### config.mk
export PLATFORM = sky130hd
export DESIGN_NAME = cnt_meas
export DESIGN_NICKNAME = d
export VERILOG_FILES = /design/src/rtl/cnt_meas.sv
export SDC_FILE = /design/constraint.sdc
export NUM_CORES = 1
export LEC_CHECK = 0
export ABC_CLOCK_PERIOD_IN_PS = 2500
export CAP_MARGIN = 20
export CORE_MARGIN = 2
export CORE_UTILIZATION = 30
export DETAILED_ROUTE_END_ITERATION = 12
export GPL_TIMING_DRIVEN = 1
export HOLD_SLACK_MARGIN = 0.15
export SLEW_MARGIN = 20
export SYNTH_ARGS = -nofsm -noshare
export SYNTH_HDL_FRONTEND = slang
export SYNTH_SLANG_ARGS = --single-unit
### constraint.sdc
create_clock -name clk -period 2.5 [get_ports clk]
set_input_delay 0.375 -clock clk [delete_from_list [all_inputs] [get_ports clk]]
set_output_delay 0.375 -clock clk [all_outputs]
set_load 0.005 [all_outputs]
### src/rtl/cnt_meas.sv
// cnt_meas: counts clk cycles between qualifying edges of the asynchronous input sig and reports interval-1.
// Optional build macro CNT_MEAS_AVG_EN reports the mean of the last four measurements instead of the raw value.
module cnt_meas #(
  parameter int unsigned WIDTH   = 32,
  parameter logic [31:0] TIMEOUT = 32'hFFFF_FFF0
) (
  input  logic             clk,
  input  logic             reset,
  input  logic             sig,
  input  logic [2:0]       control,
  output logic [WIDTH-1:0] dout,
  output logic             valid,
  output logic             ovf,
  output logic             stalled
);

  typedef enum logic [2:0] {
    MODE_OFF  = 3'd0,
    MODE_EDGE = 3'd1,
    MODE_RISE = 3'd2
  } mode_e;

  localparam logic [WIDTH-1:0] CNT_MAX   = '1;
  localparam logic [WIDTH-1:0] TIMEOUT_W = WIDTH'(TIMEOUT);

  logic             r_s1, r_s2, r_s3;
  logic [2:0]       r_ctrl_q;
  logic [WIDTH-1:0] r_cnt;
  logic [WIDTH-1:0] r_dout;
  logic             r_armed;
  logic             r_valid;
  logic             r_ovf;
  logic             r_stalled;

  logic w_edge_mode;
  logic w_rise_mode;
  logic w_restart;
  logic w_active;
  logic w_qe;

  // Mode is decoded from the registered copy; a cycle where control differs from it is a restart.
  assign w_edge_mode = (r_ctrl_q == MODE_EDGE);
  assign w_rise_mode = (r_ctrl_q == MODE_RISE);
  assign w_restart   = (control != r_ctrl_q);
  assign w_active    = (w_edge_mode || w_rise_mode) && !w_restart;
  assign w_qe        = (w_edge_mode && (r_s2 ^ r_s3)) || (w_rise_mode && r_s2 && !r_s3);

`ifdef CNT_MEAS_AVG_EN
  logic [WIDTH-1:0] r_win [4];
  logic [WIDTH+1:0] r_sum;
  logic [2:0]       r_nsamp;
  logic [WIDTH+1:0] w_sum_next;

  // Running sum: add the incoming sample, drop the one falling out of the window.
  assign w_sum_next = r_sum + {2'b00, r_cnt} - {2'b00, r_win[3]};
`endif

  always_ff @(posedge clk) begin
    // NOTE: reset is synchronous, so it lives inside the clocked block and is only seen at a rising edge.
    if (!reset) begin
      r_s1      <= 1'b0;
      r_s2      <= 1'b0;
      r_s3      <= 1'b0;
      r_ctrl_q  <= '0;
      r_cnt     <= '0;
      r_dout    <= '0;
      r_armed   <= 1'b0;
      r_valid   <= 1'b0;
      r_ovf     <= 1'b0;
      r_stalled <= 1'b0;
`ifdef CNT_MEAS_AVG_EN
      // NOTE: the window is reset explicitly because the running sum subtracts its oldest entry.
      for (int i = 0; i < 4; i++) r_win[i] <= '0;
      r_sum     <= '0;
      r_nsamp   <= '0;
`endif
    end else begin
      // NOTE: s1/s2 resolve metastability on the asynchronous sig; s3 only provides the previous value.
      r_s1     <= sig;
      r_s2     <= r_s1;
      r_s3     <= r_s2;
      r_ctrl_q <= control;
      r_valid  <= 1'b0;

      if (!w_active) begin
        r_cnt     <= '0;
        r_armed   <= 1'b0;
        r_stalled <= 1'b0;
        if (w_restart) r_ovf <= 1'b0;
`ifdef CNT_MEAS_AVG_EN
        for (int i = 0; i < 4; i++) r_win[i] <= '0;
        r_sum   <= '0;
        r_nsamp <= '0;
`endif
      end else begin
        if (w_qe)                         r_stalled <= 1'b0;
        else if (r_cnt >= TIMEOUT_W)      r_stalled <= 1'b1;

        if (!w_qe) begin
          if (r_cnt != CNT_MAX) r_cnt <= r_cnt + 1'b1;
        end else if (!r_armed) begin
          r_cnt   <= '0;
          r_armed <= 1'b1;
        end else begin
          r_cnt <= '0;
          if (r_cnt == CNT_MAX) r_ovf <= 1'b1;
`ifdef CNT_MEAS_AVG_EN
          r_win[0] <= r_cnt;
          r_win[1] <= r_win[0];
          r_win[2] <= r_win[1];
          r_win[3] <= r_win[2];
          r_sum    <= w_sum_next;
          if (r_nsamp != 3'd4) r_nsamp <= r_nsamp + 3'd1;
          if (r_nsamp >= 3'd3) begin
            r_dout  <= w_sum_next[WIDTH+1:2];
            r_valid <= 1'b1;
          end
`else
          r_dout  <= r_cnt;
          r_valid <= 1'b1;
`endif
        end
      end
    end
  end

  assign dout    = r_dout;
  assign valid   = r_valid;
  assign ovf     = r_ovf;
  assign stalled = r_stalled;

endmodule

# ---- Yosys cells after proc, flatten, opt, wreduce, memory -nomap -nowiden
# Cells that the tools add are included.
dict set report word_totals {
  regBits 74
  inputBits 6
  out_inout_bits 35
  wordCells 43
}
dict set report op_classes {
  addsub 1
  order_cmp 1
  n_eq_ne 8
  n_mux 6
  bitwise 3
  n_reduce_logical 14
}
# operator count
set op_table {}
lappend op_table {{adder 32 x 1 -> 32 bit (second input constant)} 1}
lappend op_table {{equality test 32 bit (second input constant)} 1}
lappend op_table {{>= comparator 32 bit (second input constant)} 1}
lappend op_table {{!= test 32 bit (second input constant)} 1}
lappend op_table {{two-way mux 1 bit} 6}
lappend op_table {{AND reduction 3 bit} 2}
lappend op_table {{logical AND 1 bit} 4}
lappend op_table {{!= test 2 x 1 -> 1 bit (second input constant)} 2}
lappend op_table {{AND reduction 4 bit} 1}
lappend op_table {{equality test 3 x 1 -> 1 bit (second input constant)} 1}
lappend op_table {{equality test 3 x 2 -> 1 bit (second input constant)} 1}
lappend op_table {{!= test 3 bit} 1}
lappend op_table {{OR reduction 3 bit} 1}
lappend op_table {{zero test 1 bit} 2}
lappend op_table {{logical OR 1 bit} 2}
lappend op_table {{!= test 2 bit (second input constant)} 1}
lappend op_table {{inverter 1 bit} 2}
lappend op_table {{AND reduction 2 bit} 1}
lappend op_table {{nonzero test 2 bit} 1}
lappend op_table {{bitwise XOR 1 bit} 1}

# ---- Logic depth before layout (Yosys ltp)
dict set report depth {
  ltp_word 6
  ltp_mapped 8
  ltp_nobuf 6
}

# ---- Least setup slack after synthesis
# No wires, ideal clock.
dict set report synth_timing {
  path_kind {reg2reg}
  startpoint {register r_cnt[0]}
  endpoint {register r_cnt[31]}
  arrival_time_ns 1.900
  t_required_ns 2.430
  path_slack_ns 0.530
  stages_incl_launch_ff 9
  path_cell_list {dfxtp_1 -> ha_1 -> and3_1 -> clkbuf_1 -> nand4_1 -> nor3_4 -> buf_6 -> or4b_1 -> a21oi_1}
}
dict set report synth_via {
  elab_chain_len 1
  elab_cells_between_ends 2
  cone_classes {add/sub: 1; eq/ne: 1}
}
# element line_no
set synth_lines {}
lappend synth_lines {{start: declaration} 28} ;# logic [WIDTH-1:0] r_cnt;
lappend synth_lines {{start signal: assignment} 100} ;# if (r_cnt != CNT_MAX) r_cnt <= r_cnt + 1'b1;
lappend synth_lines {{adder 32 x 1 -> 32 bit or != test 32 bit (tied branches)} 100}
# Several ways; a longest one is shown, not always the timed one.
# A chain may end at the register's enable or synchronous reset.

# ---- Worst setup path in the final report
dict set report layout_timing {
  startpoint {register r_cnt[1]}
  endpoint {register r_cnt[9]}
}
# Same word-level chain as after synthesis.

==> impl.org <==
** STA
- TNS Setup :: 0 ps
- The total count of hold-check failures in the final report is 0.
- At the pin with the least slew margin, the transition time is 496 ps.
- Worst Setup Slack, final :: 315 ps
- The number of slew-limit violations in the final report was 0.
- Setup repair after global routing left no endpoint under its margin.
- Worst-case headroom to the max-slew limit :: 66.9%
- Setup violations remaining at the end of the flow were counted as 0.
- Timing would allow up to 0.458 GHz.
- Minimum clock period after layout :: 2190 ps
- Final worst-path cycle share :: 87.4%
- Clk_skew :: 9.34 ps

** Synth
- For this run, the number of Yosys warnings is 0.
- Combined area of all synthesized cells :: 3300 sq um
- FFs w/ async S/R, synth :: 0%
- Predominant post-synthesis flop cell :: sky130_fd_sc_hd__dfxtp_1
- In this run, synthesis inferred 0 flip-flops with an integrated enable.
- In this run, synthesis produced a sequential element count of 74.
- Post-synthesis sequential area ratio :: 44.8%
- Number of different library cells in the post-synthesis netlist :: 47
- The average instance in the mapped netlist occupies 8.70 sq um.
- The number of nets in the synthesized netlist is 388.
- In the synthesized netlist, the number of instances is 380.

** Worst hold path
- Kind of path behind the tightest hold check :: reg2reg

** Run
- The tool flagged a number of max-cap violations equal to 0.

** Floorplanning
- Row generation in the floorplan step produced 38 rows.
- Initial core utilization :: 30.6%
- Placeable Area :: 10800 sq um
- The floorplan step set the die width to 109 um.
- The die covers 11900 sq um.
- Die H :: 109 um
- Number of placed I/O pins :: 41

** Placement
- Number of placed cells counting well taps :: 549
- Summed over all nets, the half-perimeter wirelength after detailed placement is 5210 um.
- Port Buffer Count :: 40
- Routability-driven placement finished with a final weighted congestion of 0.807.
- Total cell area at the placement stage :: 3880 sq um
- Post-Place Worst Slack :: 110 ps

** Worst setup path
- Grouping stages by cell kind, the critical path spends the most delay in simple AND/OR/NAND/NOR gates.
- The number of buffers and inverters on the critical path is 0.
- Highest fanout seen on the critical path :: 12
- Data arrives at the worst endpoint at 2420 ps.
- Cell-by-cell trace of the critical path :: ha_1 > and3_1 > and4_1 > a21o_1 > xor2_1 > nor2_1
- Highest-delay cell along the critical path :: sky130_fd_sc_hd__and4_1
- The critical path is of the reg2reg type.
- Data required time of the critical path :: 2740 ps
- On the worst path, the slowest cell contributes a delay of 550 ps.
- Nature of the critical path endpoint :: register
- The worst setup path is launched from a register.

** Power
- Static Leakage :: 1.27 nW
- Total power per unit cell area :: 556 nW/um^2
- Worst ir drop on vdd :: 266 uV

** Final layout
- Fillcell total :: 1123
- Finished Layout Cells :: 565
- In the layout the commonest cells are sky130_fd_sc_hd__nand2_1 (78), sky130_fd_sc_hd__dfxtp_1 (74), sky130_fd_sc_hd__clkdlybuf4s50_1 (40).
- After routing the design area is 4110 sq um.
- Number of nets in the layout :: 428
- Relative to the synthesized area, the layout overhead comes to 24.2%.
- 0 antenna diodes ended up in the layout.
- Layout cells sized above 1 :: 9.65%
- Most common library cell in the layout ignoring fill and taps :: sky130_fd_sc_hd__nand2_1

** CTS
- Clock edge transition at the registers on the reported setup and hold paths :: 80 ps
- Clock root buffer :: sky130_fd_sc_hd__clkbuf_8
- The number of gates resized after CTS was 0.
- Total number of clock tree sinks :: 74
- For this design, the CTS-stage hold fixing added 0 buffers.
- Worst skew pair latency :: 360 ps
- Post-CTS Setup Bufs :: 0
- CTS tree :: built
- The H-tree was split into 3 levels.
- Num CTS Buffers :: 9
- Clock Tree Buf Depth :: 2

** Drt
- After detailed routing, the number of remaining DRC violations is 0.
- The first detailed-routing pass took 4 iterations.
- Across all layers, the routed design uses 2737 vias.
- After detailed routing, the average wire length per cell comes to 12.9 um.
- Total wirelength of the detailed-routed design :: 7280 um
- The detail route stage leaves a number of antenna-violating nets equal to 0.
- Via density per instance :: 4.84
- DRC violation total after the first TritonRoute iteration :: 103

** Global routing
- Overall global routing resource usage :: 13.4%
- The number of antenna violations at the first check in global routing came to 0.
- Total gr overflow :: 0
- The first global-routing pass estimated 12600 um of wire.
- Largest net degree at the start of global routing :: 41
- The via count of the first global-routing pass came to 2669.

** Run status
- Status :: finished clean
==> cell type report <==
class | instances | area, sq um | area share (%)
sequential | 74 | 1480 | 36.1
timing repair buffer | 52 | 490 | 11.9
clock buffer | 10 | 138 | 3.35
multi-input combinational | 276 | 1700 | 41.5
inverter | 7 | 26.3 | 0.640
clock inverter | 6 | 90.1 | 2.19
tap | 140 | 175 | 4.27
==> logic make-up after synthesis <==
logic type / share of synthesized area [%]
XOR/XNOR: 6.10
buffers and inverters: 4.05
multiplexers: 0.606
AO/OA/AOI/OAI: 15.8
adder cells (fa/ha/maj): 0.757
flip-flops: 44.8
AND/OR/NAND/NOR: 27.9
==> sequential cells by signal (all words and copies together), names as in the netlist <==
register and flops:
r_s3 1, dout 32, r_armed 1, ovf 1
stalled 1, valid 1, r_ctrl_q 3, r_cnt 32
r_s1 1, r_s2 1
==> path summary, 6_finish.rpt <==
kind,startpoint,cells past startpoint,slack (ps),end
max,r_cnt[1]$_SDFFE_PP0P_,6,310,r_cnt[9]$_SDFFE_PP0P_
min,r_s1$_SDFF_PN0_,1,440,r_s2$_SDFF_PN0_
max reg2reg,r_cnt[1]$_SDFFE_PP0P_,6,310,r_cnt[9]$_SDFFE_PP0P_
min reg2reg,r_s1$_SDFF_PN0_,1,440,r_s2$_SDFF_PN0_
==> metal layers <==
metal	track usage, %	wire (um)	vias up
met5	0	0	-
met3	3.41	313	10
met2	20.2	3170	54
li1	-	-	1397
met4	6.04	98	0
met1	18.1	3700	1276
==> power by group <==
| part | total [W] | switching (W) | internal (W) |
|---|---|---|---|
| Clock | 0.00105 | 0.000456 | 0.000590 |
| Combinational | 0.0000464 | 0.0000206 | 0.0000259 |
| Sequential | 0.00119 | 0.00000543 | 0.00118 |
| Total | 0.00228 | 0.000482 | 0.00180 |
==> synthesized netlist by cell type, types with 5 or more instances <==
cell type | number | area, sq um
sky130_fd_sc_hd__nand2_1 | 78 | 293
sky130_fd_sc_hd__dfxtp_1 | 74 | 1480
sky130_fd_sc_hd__nor2_1 | 30 | 113
sky130_fd_sc_hd__a21boi_0 | 28 | 210
sky130_fd_sc_hd__clkbuf_1 | 16 | 60.1
sky130_fd_sc_hd__xnor2_1 | 15 | 131
sky130_fd_sc_hd__a21oi_1 | 14 | 70.1
sky130_fd_sc_hd__nand4_1 | 10 | 62.6
sky130_fd_sc_hd__nand3_1 | 8 | 40.0
sky130_fd_sc_hd__xor2_1 | 8 | 70.1
sky130_fd_sc_hd__and2_1 | 7 | 43.8
sky130_fd_sc_hd__and4_1 | 7 | 61.3
sky130_fd_sc_hd__inv_1 | 7 | 26.3
sky130_fd_sc_hd__nor3_1 | 6 | 30.0
sky130_fd_sc_hd__buf_2 | 5 | 25.0
sky130_fd_sc_hd__o2111ai_1 | 5 | 43.8
sky130_fd_sc_hd__o21ai_0 | 5 | 25.0
sky130_fd_sc_hd__or4_1 | 5 | 37.5
==> stage by stage <==
step | power (W) | hold slack, ps | utilization, %
floorplan | 0.00124 | 412 | -
CTS | 0.00232 | 444 | 38.0
global route | 0.00237 | 474 | 38.0
finish | 0.00228 | 443 | 38.0
global placement | 0.00126 | 418 | 35.9
detailed placement | 0.00126 | 426 | 35.9
Note: power is estimated with default switching activity, not from simulation.
